--- src/rtl/lamp_sequencer.sv ---
// Lamp sequencer: one wrapping step counter with a clock prescaler and a synchronous clear.
// It drives two lamp groups in one of four modes: off, left chase, right chase or hazard.
// It sits between the turn/hazard controller and the LED outputs.
//
// Ports:
//   clock          in   1      system clock, rising edge
//   reset_n        in   1      asynchronous active-low reset
//   reset_counter  in   1      synchronous active-low clear of counters and lamp pattern
//   enable         in   1      1 = prescaler/step advance, 0 = hold
//   mode           in   2      00 off, 01 left chase, 10 right chase, 11 hazard
//   step_count     out  CW     current step, 0..PERIOD-1
//   wrap           out  1      one-clock pulse after the step PERIOD-1 -> 0 transition
//   left_lamps     out  LAMPS  left group, bit 0 innermost
//   right_lamps    out  LAMPS  right group, bit 0 innermost
module lamp_sequencer #(
  parameter int unsigned LAMPS    = 3,
  parameter int unsigned PERIOD   = 7,
  parameter int unsigned TICK_DIV = 1,
  localparam int unsigned CW      = $clog2(PERIOD)
) (
  input  logic             clock,
  input  logic             reset_n,
  input  logic             reset_counter,
  input  logic             enable,
  input  logic [1:0]       mode,
  output logic [CW-1:0]    step_count,
  output logic             wrap,
  output logic [LAMPS-1:0] left_lamps,
  output logic [LAMPS-1:0] right_lamps
);

  // Keep the prescaler at least one bit wide even when TICK_DIV is 1.
  localparam int unsigned DW = (TICK_DIV > 1) ? $clog2(TICK_DIV) : 1;
  // The chase phase has LAMPS+1 states: 0..LAMPS lamps lit.
  localparam int unsigned PW = $clog2(LAMPS + 1);

  localparam logic [DW-1:0] DivLast   = DW'(TICK_DIV - 1);
  localparam logic [CW-1:0] StepLast  = CW'(PERIOD - 1);
  localparam logic [PW-1:0] PhaseLast = PW'(LAMPS);

  typedef enum logic [1:0] {
    ModeOff    = 2'b00,
    ModeLeft   = 2'b01,
    ModeRight  = 2'b10,
    ModeHazard = 2'b11
  } mode_e;

  mode_e           mode_q;
  logic [DW-1:0]   div_q;
  logic [PW-1:0]   phase_q;
  logic [PW-1:0]   phase_next;
  logic [LAMPS-1:0] init_pattern;
  logic [LAMPS-1:0] chase_pattern;
  logic            load;
  logic            tick;

  // Lowest p bits set.
  function automatic logic [LAMPS-1:0] thermometer(input logic [PW-1:0] p);
    logic [LAMPS-1:0] t;
    t = '0;
    for (int i = 0; i < int'(LAMPS); i++) begin
      t[i] = (i < int'(p));
    end
    return t;
  endfunction

  assign phase_next    = (phase_q == PhaseLast) ? '0 : phase_q + PW'(1);
  assign chase_pattern = thermometer(phase_next);
  assign init_pattern  = (mode == 2'b11) ? '1 : '0;

  // A mode change restarts the sequence exactly like a clear.
  assign load = !reset_counter || (mode != mode_q);
  assign tick = enable && (div_q == DivLast);

  always_ff @(posedge clock or negedge reset_n) begin
    if (!reset_n) begin
      mode_q      <= ModeOff;
      div_q       <= '0;
      phase_q     <= '0;
      step_count  <= '0;
      wrap        <= 1'b0;
      left_lamps  <= '0;
      right_lamps <= '0;
    end else if (load) begin
      mode_q      <= mode_e'(mode);
      div_q       <= '0;
      phase_q     <= '0;
      step_count  <= '0;
      wrap        <= 1'b0;
      left_lamps  <= init_pattern;
      right_lamps <= init_pattern;
    end else if (tick) begin
      div_q      <= '0;
      step_count <= (step_count == StepLast) ? '0 : step_count + CW'(1);
      wrap       <= (step_count == StepLast);
      unique case (mode_q)
        ModeOff: begin
          left_lamps  <= '0;
          right_lamps <= '0;
        end
        ModeLeft: begin
          phase_q     <= phase_next;
          left_lamps  <= chase_pattern;
          right_lamps <= '0;
        end
        ModeRight: begin
          phase_q     <= phase_next;
          left_lamps  <= '0;
          right_lamps <= chase_pattern;
        end
        ModeHazard: begin
          left_lamps  <= ~left_lamps;
          right_lamps <= ~right_lamps;
        end
      endcase
    end else begin
      // Enabled between ticks advances the prescaler; disabled holds it.
      if (enable) begin
        div_q <= div_q + DW'(1);
      end
      wrap <= 1'b0;
    end
  end

endmodule

--- config.mk ---
export PLATFORM = sky130hd
export DESIGN_NAME = lamp_sequencer
export DESIGN_NICKNAME = d
export VERILOG_FILES = /design/src/rtl/lamp_sequencer.sv
export SDC_FILE = /design/constraint.sdc
export NUM_CORES = 1
export LEC_CHECK = 0
export CAP_MARGIN = 10
export CORE_ASPECT_RATIO = 1.2
export CORE_MARGIN = 3
export CORE_UTILIZATION = 38
export DETAILED_ROUTE_END_ITERATION = 10
export GPL_ROUTABILITY_DRIVEN = 1
export MAX_ROUTING_LAYER = met4
export SETUP_SLACK_MARGIN = 0.4
export SYNTH_ARGS = -nofsm -noshare
export SYNTH_HDL_FRONTEND = slang
export SYNTH_SLANG_ARGS = --single-unit
--- constraint.sdc ---
create_clock -name clock -period 2.5 [get_ports clock]
set_clock_uncertainty 0.2 [all_clocks]
set_input_delay 0.375 -clock clock [delete_from_list [all_inputs] [get_ports clock]]
set_output_delay 0.375 -clock clock [all_outputs]
set_load 0.005 [all_outputs]
==> run metrics <==
minimum clock period 1.90 ns; Crit-path slowest cell clkdlybuf4s50_1; Pwr per Cell Area 463 nW/µm²; R2R cell count 4; #FFs+latches synth 15; register area share after synthesis 43.6%; number of remaining DRC errors 0; gpl congestion 0.791; yosys warns 0; RSZ-0062 raised after global routing false; CTS tree yes; crit path buf inv count 1; fin. max-slew vios 0; drt wl/cell 12.3 µm; final setup vio count 0; Sequential cell area 375 µm²; Multi-input gate area 420 µm²; top cells by area, synth dfrtp_1 44%, ha_1 10%, a21oi_1 8.1%; Worst Path Max Fanout 7; DR pass1 iterations 4; Resized Gates After CTS 0; Critical Path Stages 1; Finished Layout Cells 136; post-synth top area cell dfrtp_1; Worst Hold Class in2async; final period utilization 76.0%; slowest stage delay, CP 0.55 ns; CP delay by family, top buffers and inverters; prevailing post-synth register cell dfrtp_1; crit-path cells clkdlybuf4s50_1; initial antenna violation count 0; Leakage 0.441 nW; # nets final 120; WP data arrival 1.33 ns; vias per cell 5.06; Mapped Area 861 µm²; outcome complete, no violations; cell with the most instances after synthesis dfrtp_1; hold buffers post-CTS 0; Async S/R FF share, synth 100%; Die X 49.5 µm; clk sink count 15; share of cells above drive strength 1 4.72%; final core occ 50.2%; # fillers 218; Antenna diodes 0; Core Rows 18; setup tns final 0 ns; root buffer cell clkbuf_4; Fin. Hold Viols 0; Tot GR Track Use 13.7%; final wirelength 1670 µm; CP Capture Type output pin; DP HPWL 1220 µm; Clk pin slew, worst setup/hold paths 0.09 ns; GRT overflow 0; max_slew headroom 53.9%; postcts setup bufs 0; worst-margin pin slew 0.689 ns; Clock Path Buffers 2; post-synthesis net count 104; first-pass GRT wire length 3020 µm; Mapped Cells 91; Highest Clock Rate 0.526 GHz; I/O pins 16; Starting Density 41.1%; Chip Height 58.1 µm; Yosys top cell area share 43.6%; Die Area 2880 µm²; top post-synthesis cells by count 15 x dfrtp_1, 14 x a21oi_1, 9 x inv_1; Avg Cell Area, Syn 9.46 µm²; H-tree Lvls 1; placed insts 132; Worst setup SP type flip-flop; largest net degree at the start of global routing 16; maximum VDD drop 0.000258 V; Max Cap Viol 0; library cells used by synthesis 25; DR iter-0 viols 20; worst-skew pair later-pin latency 0.27 ns; number of synthesized flops with an enable pin 0; area grow syn2layout 22.1%; Num CTS Buffers 3; Critical Path RT 1.92 ns; port bufs 15; total number of vias 688; Core ar. 2090 µm²; Routed Antenna Nets 0; Min Hold Slack 0.308 ns; WS Path Type reg2out; vias in the first global route 660
==> layout by cell type (no fill, tap or decap) <==
master           Yosys  layout
dfrtp_1             15      15
clkdlybuf4s50_1      0      15
a21oi_1             14      14
inv_1                9       9
o21ai_0              8       8
ha_1                 7       7
nand2_1              5       5
nor2_1               5       5
o221ai_1             4       4
clkbuf_4             0       3
xor2_1               2       2
or3_1                2       2
nand2b_1             2       2
nor3b_1              2       2
nor3_1               2       2
o211ai_1             2       2
nor4_4               1       1
nor2b_1              1       1
a31oi_1              1       1
o32a_1               1       1
nand3b_1             1       1
or4_1                1       1
nand4b_1             1       1
clkbuf_1             2       1
buf_4                1       1
==> metal layers <==
metal	share of wire, %	track usage (%)
met3	3.5	2.57
met4	0.54	4.74
met5	0	-
met2	46	21.5
met1	50	17.7
==> per-stage QoR <==
step | area, µm² | total power [W] | setup WS [ns]
after floorplan | 861 | 0.000316 | 0.823
after global placement | 1020 | 0.000357 | 0.357
after detailed placement | 1020 | 0.000357 | 0.313
after CTS | 1050 | 0.000498 | 0.583
after global routing | 1050 | 0.000521 | 0.478
final | 1050 | 0.000487 | 0.600
==> flip-flops by register name, indices dropped and copies added (netlist names) <==
signal,flops
div_q,1
left_lamps,3
mode_q,2
phase_q,2
right_lamps,3
step_count,3
wrap,1
==> area by class of cell <==
class	instances	share of cell area, %
clock buffers	4	2.50
inverters	9	3.21
multi-input cells	62	40.0
flip-flops and latches	15	35.7
well taps	30	3.57
repair buffers	16	15.0
==> worst paths after layout <==
| path | from | end | slack, ns |
|---|---|---|---|
| min reg2reg | div_q | div_q | 0.36 |
| min | reset_n | step_count[1] | 0.31 |
| max in group asynchronous | reset_n | mode_q[1] | 1.35 |
| max reg2reg | mode_q[0] | phase_q[0] | 0.71 |
| max | step_count[0] | step_count[0] | 0.60 |
| min in group clock | div_q | div_q | 0.36 |
==> report_power, final <==
part / internal, W / switching (W) / total, W
registers: 0.000254 / 0.0000132 / 0.000268
clock network: 0.0000618 / 0.0000734 / 0.000135
logic: 0.0000425 / 0.0000419 / 0.0000844
total: 0.000359 / 0.000129 / 0.000487
==> cells by family after synthesis <==
| kind of cell | synth area share (%) |
|---|---|
| AO/OA/AOI/OAI | 20.5 |
| XOR/XNOR | 2.04 |
| adder cells (fa/ha/maj) | 10.2 |
| buffers and inverters | 7.56 |
| flip-flops | 43.6 |
| AND/OR/NAND/NOR | 16.1 |
No activity file was read; power rests on OpenSTA's default activity.
